[config.mk]
export PLATFORM = sky130hd
export DESIGN_NAME = cayde_lsu_ctrl
export DESIGN_NICKNAME = d
export VERILOG_FILES = /design/src/rtl/cayde_lsu_ctrl.sv
export SDC_FILE = /design/constraint.sdc
export NUM_CORES = 1
export LEC_CHECK = 0
export CORE_AREA = 2 2 123 149
export DETAILED_ROUTE_END_ITERATION = 7
export DIE_AREA = 0 0 125 151
export PLACE_DENSITY_LB_ADDON = 0.3
export SETUP_SLACK_MARGIN = 0.15
export SYNTH_ARGS = -nofsm -noshare
export SYNTH_HDL_FRONTEND = slang
export SYNTH_SLANG_ARGS = --single-unit
[constraint.sdc]
create_clock -name clk -period 2.4 [get_ports clk]
set_input_delay 0.36 -clock clk [delete_from_list [all_inputs] [get_ports clk]]
set_output_delay 0.36 -clock clk [all_outputs]
set_load 0.05 [all_outputs]
[src/rtl/cayde_lsu_ctrl.sv]
// Load/store sequencer: execute-stage request -> mem_req/gnt/rvalid bus, one op in flight.
// Optional WAIT-state bus timeout is compiled in with `define CAYDE_LSU_TIMEOUT_EN.
module cayde_lsu_ctrl #(
  parameter int ADDR_W         = 32,
  parameter int TIMEOUT_CYCLES = 256
) (
  input  logic              clk,
  input  logic              rst,
  input  logic              lsu_valid_i,
  output logic              lsu_ready_o,
  input  logic              lsu_we_i,
  input  logic [1:0]        lsu_load_op_i,
  input  logic [1:0]        lsu_store_op_i,
  input  logic [ADDR_W-1:0] lsu_addr_i,
  input  logic [31:0]       lsu_wdata_i,
  output logic [31:0]       lsu_rdata_o,
  output logic              lsu_done_o,
  output logic              lsu_err_o,
  output logic              lsu_busy_o,
  output logic              mem_req_o,
  input  logic              mem_gnt_i,
  output logic              mem_we_o,
  output logic [ADDR_W-1:0] mem_addr_o,
  output logic [3:0]        mem_be_o,
  output logic [31:0]       mem_wdata_o,
  input  logic              mem_rvalid_i,
  input  logic [31:0]       mem_rdata_i,
  input  logic              mem_err_i
);

  typedef enum logic [1:0] {IDLE, REQ, WAIT, RESP} state_t;

  localparam logic [1:0] OP_BYTE = 2'd0;
  localparam logic [1:0] OP_HALF = 2'd1;
  localparam logic [1:0] OP_WORD = 2'd2;

  state_t            state_q;
  logic              we_q;
  logic [1:0]        op_q;
  logic [1:0]        off_q;
  logic              ready_q, busy_q, done_q, err_q;
  logic [31:0]       rdata_q;
  logic              mem_req_q, mem_we_q;
  logic [ADDR_W-1:0] mem_addr_q;
  logic [3:0]        mem_be_q;
  logic [31:0]       mem_wdata_q;

  // Decode of the request presented at the execute-stage port
  logic [1:0]  op_d;
  logic        ok_d;
  logic [3:0]  be_d;
  logic [31:0] wdata_d;
  logic [31:0] ld_data_d;

  always_comb begin
    op_d    = lsu_we_i ? lsu_store_op_i : lsu_load_op_i;
    ok_d    = 1'b0;
    be_d    = 4'b0000;
    wdata_d = lsu_wdata_i;
    case (op_d)
      OP_BYTE: begin
        ok_d    = 1'b1;
        be_d    = 4'b0001 << lsu_addr_i[1:0];
        wdata_d = {4{lsu_wdata_i[7:0]}};
      end
      OP_HALF: begin
        ok_d    = ~lsu_addr_i[0];
        be_d    = 4'b0011 << lsu_addr_i[1:0];
        wdata_d = {2{lsu_wdata_i[15:0]}};
      end
      OP_WORD: begin
        ok_d    = (lsu_addr_i[1:0] == 2'b00);
        be_d    = 4'b1111;
        wdata_d = lsu_wdata_i;
      end
      default: ok_d = 1'b0;
    endcase
  end

  // Zero-extended lane extraction using the captured op and byte offset
  always_comb begin
    ld_data_d = mem_rdata_i;
    case (op_q)
      OP_BYTE: ld_data_d = {24'h0, mem_rdata_i[8*off_q +: 8]};
      OP_HALF: ld_data_d = {16'h0, mem_rdata_i[16*off_q[1] +: 16]};
      default: ld_data_d = mem_rdata_i;
    endcase
  end

`ifdef CAYDE_LSU_TIMEOUT_EN
  localparam int CNT_W = $clog2(TIMEOUT_CYCLES + 1);
  localparam logic [CNT_W-1:0] CNT_LAST = CNT_W'(TIMEOUT_CYCLES - 1);
  logic [CNT_W-1:0] cnt_q;
`endif

  always_ff @(posedge clk) begin
    if (rst) begin
      state_q     <= IDLE;
      we_q        <= 1'b0;
      op_q        <= 2'b00;
      off_q       <= 2'b00;
      ready_q     <= 1'b0;
      busy_q      <= 1'b0;
      done_q      <= 1'b0;
      err_q       <= 1'b0;
      rdata_q     <= 32'h0;
      mem_req_q   <= 1'b0;
      mem_we_q    <= 1'b0;
      mem_addr_q  <= '0;
      mem_be_q    <= 4'b0000;
      mem_wdata_q <= 32'h0;
`ifdef CAYDE_LSU_TIMEOUT_EN
      cnt_q       <= '0;
`endif
    end else begin
      done_q <= 1'b0;
      case (state_q)
        IDLE: begin
          ready_q <= 1'b1;
          if (lsu_valid_i && ready_q) begin
            ready_q <= 1'b0;
            busy_q  <= 1'b1;
            we_q    <= lsu_we_i;
            op_q    <= op_d;
            off_q   <= lsu_addr_i[1:0];
            if (ok_d) begin
              state_q     <= REQ;
              mem_req_q   <= 1'b1;
              mem_we_q    <= lsu_we_i;
              mem_addr_q  <= {lsu_addr_i[ADDR_W-1:2], 2'b00};
              mem_be_q    <= be_d;
              mem_wdata_q <= wdata_d;
            end else begin
              // Misaligned or illegal: complete with error, never touch the bus
              state_q <= RESP;
              done_q  <= 1'b1;
              err_q   <= 1'b1;
              rdata_q <= 32'h0;
            end
          end
        end
        REQ: begin
          if (mem_gnt_i) begin
            state_q   <= WAIT;
            mem_req_q <= 1'b0;
`ifdef CAYDE_LSU_TIMEOUT_EN
            cnt_q     <= '0;
`endif
          end
        end
        WAIT: begin
          if (mem_rvalid_i) begin
            state_q <= RESP;
            done_q  <= 1'b1;
            err_q   <= mem_err_i;
            rdata_q <= (we_q || mem_err_i) ? 32'h0 : ld_data_d;
          end
`ifdef CAYDE_LSU_TIMEOUT_EN
          else if (cnt_q == CNT_LAST) begin
            state_q <= RESP;
            done_q  <= 1'b1;
            err_q   <= 1'b1;
            rdata_q <= 32'h0;
          end else begin
            cnt_q <= cnt_q + 1'b1;
          end
`endif
        end
        RESP: begin
          state_q <= IDLE;
          busy_q  <= 1'b0;
          ready_q <= 1'b1;
          err_q   <= 1'b0;
          rdata_q <= 32'h0;
        end
        default: state_q <= IDLE;
      endcase
    end
  end

  assign lsu_ready_o = ready_q;
  assign lsu_busy_o  = busy_q;
  assign lsu_done_o  = done_q;
  assign lsu_err_o   = err_q;
  assign lsu_rdata_o = rdata_q;
  assign mem_req_o   = mem_req_q;
  assign mem_we_o    = mem_we_q;
  assign mem_addr_o  = mem_addr_q;
  assign mem_be_o    = mem_be_q;
  assign mem_wdata_o = mem_wdata_q;

endmodule

# Word level (Yosys, flattened, before mapping)
# Index checks and enable logic that the tools add are counted.
# word_totals
out_inout_bits	106
inputBits	107
ff_bits	111
word_cells	76
# classes
shift	4
mux	31
eq_ne	11
bitwise_logic	1
n_reduce_logical	15
# ops
operator	n
$mux 32	4
$pmux 32 s2	2
$pmux 32 s3	1
$shiftx 32x6->16	1
$shiftx 32x6->8	1
$pmux 4 s3	1
$mux 1	11
$mux 2	5
$ne 2x2->1 const B	5
$logic_not 2->1	4
$pmux 1 s2	4
$pmux 2 s4	1
$reduce_and 4->1	2
$eq 2x1->1 const B	3
$eq 2x2->1 const B	3
$pmux 1 s3	2
$reduce_and 3->1	2
$reduce_and 2->1	2
$reduce_bool 2->1	2
$shl 1x2->4 const A	1
$shl 2x2->4 const A	1
$reduce_bool 3->1	1
$logic_and 1x1->1	1
$logic_or 1x1->1	1
$not 1->1	1

# Logic depth before layout (Yosys ltp)
# Gate-level depths: netlist (run 1).
# logic_depth
word_depth	6
ltp_mapped	9
depth_no_buf	6

# Worst setup path after synthesis (run 1)
# No wires, ideal clock.
# synth_path
path_type	register to register
start	register ready_q, in the netlist lsu_ready_o
end	register rdata_q[11], in the netlist lsu_rdata_o[11]
setup_slack_ps	389
arrival_ps	1887
stages_incl_launch_ff	6
path_buffers	1
t_required_ps	2277
setup_ps	123
synth_period_minus_slack_ps	2011
cell_sequence	dfxtp_1 -> a21boi_0 -> nor3_1 -> o211ai_2 -> buf_4 -> mux2_1
# synth_via
elab_chain_cells	3
# synth_lines
element	line_no	rtl
from (decl)	41	logic ready_q, busy_q, done_q, err_q;
from (signal assigned)	102	ready_q <= 1'b0;
from (signal assigned)	119	ready_q <= 1'b1;
from (signal assigned)	121	ready_q <= 1'b0;
$logic_and 1x1->1	120	if (lsu_valid_i && ready_q) begin
$ne 2x2->1 (no source line)	-	
$reduce_and 4->1 (no source line)	-	
to (signal assigned)	156	rdata_q <= (we_q || mem_err_i) ? 32'h0 : ld_data_d;
to (decl)	42	logic [31:0] rdata_q;
# Every way passes these cells.
# A chain may end at the register's enable or synchronous reset.

# Worst setup path after layout (run 1)
# layout_path
start	register state_q[0]
end	register rdata_q[6], in the netlist lsu_rdata_o[6]
# layout_via
elab_chain_cells	3
word_cells_on_any_way	9
cone_classes	5 x eq/ne; 1 x mux; 3 x reduce/logical
# layout_lines
element	line_no	rtl
from (decl)	37	state_t state_q;
from (signal assigned)	98	state_q <= IDLE;
from (signal assigned)	127	state_q <= REQ;
from (signal assigned)	135	state_q <= RESP;
$eq 2x2->1 or $logic_not 2->1 (tied branches)	117	case (state_q)
$ne 2x2->1 (no source line) or $reduce_bool 3->1 (tied branches)	-	
$reduce_and 4->1 (no source line)	-	
# Parallel ways exist; a longest one is shown, timed or not.

==> flow_metrics.tcl, run 1 <==
set metrics [dict create \
    antenna_found_initial 0 \
    post_cts_buffers 0 \
    p_leak_nw 3.37 \
    yosysMostFrequentCell "nand2b_1" \
    antenna_cells 0 \
    outcome "complete, no violations" \
    dp_hpwl_um 12600 \
    postSynthAreaPerCell_um2 9.14 \
    synth_common_cells "nand2b_1 (112), dfxtp_1 (111), mux2i_1 (100)" \
    cts_tree "built" \
    nets 970 \
    synth-seq-cells 111 \
    async_reset_ff_share_pct 0 \
    path_max_fanout 15 \
    drtIter0Drc 219 \
    clk_pin_slew_ns 0.08 \
    critPathLaunchType "register" \
    ys_types 56 \
    worstHoldStart "off_q[0]" \
    drv_cap 0 \
    clkLatencyLatePin_ns 0.36 \
    yosysTopAreaCell "dfxtp_1" \
    io_pins 213 \
    overflow 0 \
    first_pass_iters 4 \
    rsz0062_at_grt "false" \
    holdPathEnd "off_q[0]" \
    cp-end-kind "register" \
    clockBufferDepth 2 \
    synth_area_um2 5990 \
    initial_utilization_pct 34.5 \
    synthCells 655 \
    h-tree-depth 3 \
    die_area_um2 18900 \
    fill_cells 1633 \
    wirelength_um 17200 \
    grt_max_degree 170 \
    critPathBufInv 3 \
    vias 5256 \
    cts_hold_buf 0 \
    clock-root-buffer "clkbuf_16" \
    ys.warnings.count 0 \
    post-route-period-util_pct 84.6 \
    setup_viol 0 \
    crit_slowest_cell "dfxtp_1" \
    rr_endpoint "lsu_rdata_o[6]" \
    gr-usage-all-layers_pct 17.9 \
    synth_enable_flop_cells 0 \
    ys.flop_type "dfxtp_1" \
    hold_path_class "reg2reg" \
    arrival_ns 2.27 \
    drive_above_1_share_pct 8.91 \
    first_global_vias 5109 \
    crit_required_ns 2.64 \
    gp_congestion 0.848 \
    maxSlewViolCount 0 \
    r2r-start "state_q[0]" \
    wire_per_inst_um 15.9 \
    drc_errors 0 \
    fin_tns_setup_ns 0 \
    grt_pass1_wl_um 27100 \
    synth_seq_area_share_pct 37.1 \
    hold_depth 2 \
    die_x_um 125 \
    hold_viol_final 0 \
    synth_top_cell_area_share_pct 37.1 \
    vias_per_cell 4.85 \
    slew_headroom_pct 54.6 \
    finClkSkew_ns 0.00941 \
    cp_top_family "buffers and inverters" \
    clock.fmax_ghz 0.493 \
    cts_sinks 111 \
    r2r_setup_slack_ns 0.37 \
    cp_cell_sequence "inv_1 -> ha_1 -> a21boi_0 -> nor3_1 -> o211ai_4 -> buf_12 -> buf_4 -> mux2i_1" \
    numCtsBuffers 9 \
    powerDensity_nw_per_um2 683 \
    antenna_left 0 \
    tightest_slew_ns 0.681 \
    core_area_um2 17400 \
    irDropWorstVdd_mv 0.550 \
    holdWs_ns 0.472 \
    slowest_delay_ns 0.38 \
    syn2layout_area_growth_pct 46.2 \
    rr_worst_depth 8 \
    fp-row-count 53 \
    criticalPathCategory "reg2reg" \
    die_h_um 151 \
    period_needed_ns 2.03 \
    portBuffers 210 \
    yosys-top-cells-area "dfxtp_1 (37%), mux2i_1 (17%), nand2b_1 (12%)" \
    cts.repair.resized 0 \
]
how the worst max path moves through the flow:
stage / start / end / cells past startpoint / slack, ns
after floorplan: lsu_ready_o / lsu_rdata_o[11] / 5 / 0.39
final: state_q[0] / lsu_rdata_o[6] / 8 / 0.37
after global routing: state_q[0] / lsu_rdata_o[6] / 8 / 0.22
after detailed placement: lsu_we_i / lsu_rdata_o[1] / 8 / 0.03
after global placement: lsu_we_i / lsu_rdata_o[28] / 8 / 0.08
after CTS: state_q[0] / lsu_rdata_o[5] / 8 / 0.36
sequential cells by signal, indices dropped and copies added (netlist names):
register and cells:
mem_addr_o 30, lsu_err_o 1, lsu_busy_o 1, mem_we_o 1
lsu_ready_o 1, op_q 2, we_q 1, mem_be_o 4
mem_wdata_o 32, mem_req_o 1, lsu_done_o 1, lsu_rdata_o 32
state_q 2, off_q 2
cell families (layout without fill, tap and decap cells):
logic type               count (synthesis)  after routing  synth area share [%]
other                                    1              2                0.0626
AO/OA/AOI/OAI                           85             85                  10.1
flip-flops                             111            111                  37.1
multiplexers                           121            121                  21.0
adder cells (fa/ha/maj)                  6              6                  1.17
AND/OR/NAND/NOR                        265            265                  25.4
buffers and inverters                   66            274                  5.27
power breakdown:
part	switching [mW]	total [mW]	internal, mW
sequential	0.147	2.15	2.01
clock	0.740	1.46	0.717
combinational	1.31	2.37	1.06
cell usage in the layout (no fill, tap or decap), types with 6 or more instances in the layout:
master	netlist	layout
and3b_1	8	8
a31oi_1	6	6
nor2b_1	37	37
inv_1	13	13
dfxtp_1	111	111
nor2_1	16	16
nand2_1	58	58
mux2i_1	100	100
clkdlybuf4s50_1	0	209
mux2_2	12	12
clkbuf_16	0	9
a21oi_1	27	27
nand2b_1	112	112
buf_12	0	7
buf_4	10	29
o221ai_1	8	8
nor3_1	7	7
o21ai_0	11	11
a211o_1	8	8
a2bb2oi_1	8	8
mux2_1	6	6
cell type report:
cell class | instances | area (um^2) | share of cell area, %
Sequential cell | 111 | 2220 | 25.4
Timing Repair Buffer | 245 | 2450 | 28.0
Clock buffer | 9 | 225 | 2.57
Tap cell | 220 | 275 | 3.14
Inverter | 13 | 48.8 | 0.557
Clock inverter | 7 | 55.1 | 0.629
Multi-Input combinational cell | 479 | 3480 | 39.7
stage by stage:
| stage | setup slack [ns] | cell area [um^2] | power [mW] | util [%] | std cells |
|---|---|---|---|---|---|
| floorplan | 0.389 | 5990 | 3.69 | - | 656 |
| global placement | 0.0758 | 8480 | 4.57 | 48.8 | 1068 |
| detailed placement | 0.0331 | 8480 | 4.57 | 48.8 | 1068 |
| CTS | 0.361 | 8760 | 6.06 | 50.4 | 1084 |
| global route | 0.222 | 8760 | 6.30 | 50.4 | 1084 |
| finish | 0.370 | 8760 | 5.98 | 50.4 | 1084 |
routing by layer:
layer / global-route usage [%] / up-vias / share of wire [%]
met2: 29.1 / 144 / 46
met4: 6.06 / 0 / 2.1
li1: - / 2658 / -
met1: 24.0 / 2434 / 47
met5: 0 / - / 0
met3: 3.11 / 20 / 4.6
worst reg2reg max path: stages (launching register included):
cell and delay, ns:
dfxtp_1 0.38, inv_1 0.08, ha_1 0.29, a21boi_0 0.17
nor3_1 0.36, o211ai_4 0.14, buf_12 0.18, buf_4 0.20
mux2i_1 0.13
No activity file was read; power rests on OpenSTA's default activity.
==> inputs of run 2 (changes only) <==
==> constraint.sdc (replaced) <==
create_clock -name clk -period 1.95 [get_ports clk]
set_input_delay 0.2925 -clock clk [delete_from_list [all_inputs] [get_ports clk]]
set_output_delay 0.2925 -clock clk [all_outputs]
set_load 0.05 [all_outputs]
==> flow_metrics.tcl, run 2 (same netlist as run 1, synthesis figures left out) <==
set metrics [dict create \
    postLayoutCellArea_um2 8990 \
    wire_per_inst_um 16.1 \
    wirelength_um 17800 \
    initial_utilization_pct 34.5 \
    clkLatencyLatePin_ns 0.35 \
    gr-usage-all-layers_pct 18.2 \
    die_x_um 125 \
    clock-root-buffer "clkbuf_16" \
    register_area_um2 2230 \
    irDropWorstVdd_mv 0.582 \
    gp_congestion 0.853 \
    p_leak_nw 4.19 \
    vias 5364 \
    final_cell_mix "nand2b_1 (112), dfxtp_1 (108), clkdlybuf4s50_1 (103), mux2i_1 (100), dlygate4sd2_1 (83)" \
    fin_util_pct 51.8 \
    rr_worst_depth 7 \
    r2r-start "state_q[1]" \
    outcome "complete, no violations" \
    cp_cell_sequence "clkdlybuf4s50_1" \
    rr_endpoint "lsu_rdata_o[11]" \
    clockBufferDepth 2 \
    final_common_cell "nand2b_1" \
    numCtsBuffers 9 \
    crit_slowest_cell "clkdlybuf4s50_1" \
    critPathLaunchType "register" \
    syn2layout_area_growth_pct 50.2 \
    arrival_ns 1.47 \
    cp_top_family "buffers and inverters" \
    die_h_um 151 \
    criticalPathCategory "reg2out" \
    grt_pass1_wl_um 27400 \
    cp.depth 1 \
    slew_headroom_pct 55.6 \
    vias_per_cell 4.85 \
    core_area_um2 17400 \
    drc_errors 0 \
    postPlaceCellArea_um2 8600 \
    critPathBufInv 1 \
    tightest_slew_ns 0.665 \
    post-route-period-util_pct 90.6 \
    fill_cells 1653 \
    hold_path_class "in2reg" \
    die_area_um2 18900 \
    holdPathEnd "we_q" \
    cts_tree "built" \
    holdWs_ns 0.394 \
    dp_hpwl_um 12900 \
    worstHoldStart "rst" \
    powerDensity_nw_per_um2 859 \
    finClkSkew_ns 0.0111 \
    place_inst 1083 \
    r2r_setup_slack_ns 0.21 \
    clock.fmax_ghz 0.566 \
    antenna_cells 0 \
    h-tree-depth 3 \
    drv_cap 0 \
    cts_sinks 111 \
    instances_no_fill 1106 \
    portBuffers 210 \
    setup_viol 0 \
    nets 992 \
    clk_pin_slew_ns 0.07 \
    cp-end-kind "primary output" \
    hold_viol_final 0 \
    multiInputGateArea_um2 3540 \
    grt_max_degree 155 \
    drtIter0Drc 227 \
    slowest_delay_ns 0.80 \
    io_pins 213 \
    overflow 0 \
    fp-row-count 53 \
    hold_depth 3 \
    first_global_vias 5178 \
    antenna_found_initial 1 \
    period_needed_ns 1.77 \
    first_pass_iters 4 \
    place_ws_ns -0.287 \
    rsz0062_at_grt "true" \
    path_max_fanout 2 \
    antenna_left 0 \
    drive_above_1_share_pct 13.3 \
    maxSlewViolCount 0 \
    worst_slack_ns 0.183 \
    crit_required_ns 1.66 \
]
run 2: changes by cell type in the layout (fill, tap and decap cells not counted), sizes merged:
| cell | before | now |
|---|---|---|
| buf | 36 | 63 |
| bufinv | 0 | 1 |
| clkbuf | 9 | 11 |
| clkdlybuf4s50 | 209 | 103 |
| clkinv | 2 | 3 |
| clkinvlp | 2 | 1 |
| dlygate4sd2 | 0 | 83 |
| dlymetal6s2s | 0 | 17 |
| inv | 16 | 14 |
run 2: worst max path at each step:
stage	slack, ns	startpoint	end
after floorplan	0.17	lsu_we_i	mem_wdata_o[19]
after global placement	-0.25	lsu_we_i	lsu_rdata_o[8]
after detailed placement	-0.29	lsu_we_i	lsu_rdata_o[8]
after CTS	0.14	lsu_we_i	lsu_rdata_o[8]
after global routing	0.15	state_q[1]	lsu_rdata_o[13]
final	0.18	mem_addr_o[3]	mem_addr_o[3]
run 2: routing by layer:
layer,vias to the layer above,global-route usage (%),wire length [um]
met3,23,2.58,928
met4,0,7.44,448
met5,-,0,0
met1,2481,24.4,8070
li1,2692,-,-
met2,168,29.6,8330
run 2: through the flow:
stage / TNS [ns] / power (mW)
final: 0 / 7.72
after floorplan: 0 / 4.57
after detailed placement: -20.94 / 5.76
after CTS: 0 / 7.63
after global routing: 0 / 8.11
after global placement: -17.84 / 5.74
run 2: where the power goes:
| part | switching [mW] | internal (mW) |
|---|---|---|
| logic | 1.73 | 1.43 |
| clock network | 0.896 | 1.04 |
| registers | 0.156 | 2.48 |
run 2: repair_timing:
item / CTS / global route
hold buffers: 0 / 0
pin swaps: 1 / 4
buffers inserted: 0 / 6
setup endpoints to repair: 146 / 111
resized for setup: 89 / 29
cloned: 0 / 1
run 2: layout make-up:
type	instances	share of cell area, %
Clock buffer	10	2.66
Clock inverter	6	0.765
Multi-Input combinational cell	479	39.4
Timing Repair Buffer	267	28.7
Inverter	13	0.570
Tap cell	220	3.06
Sequential cell	111	24.8
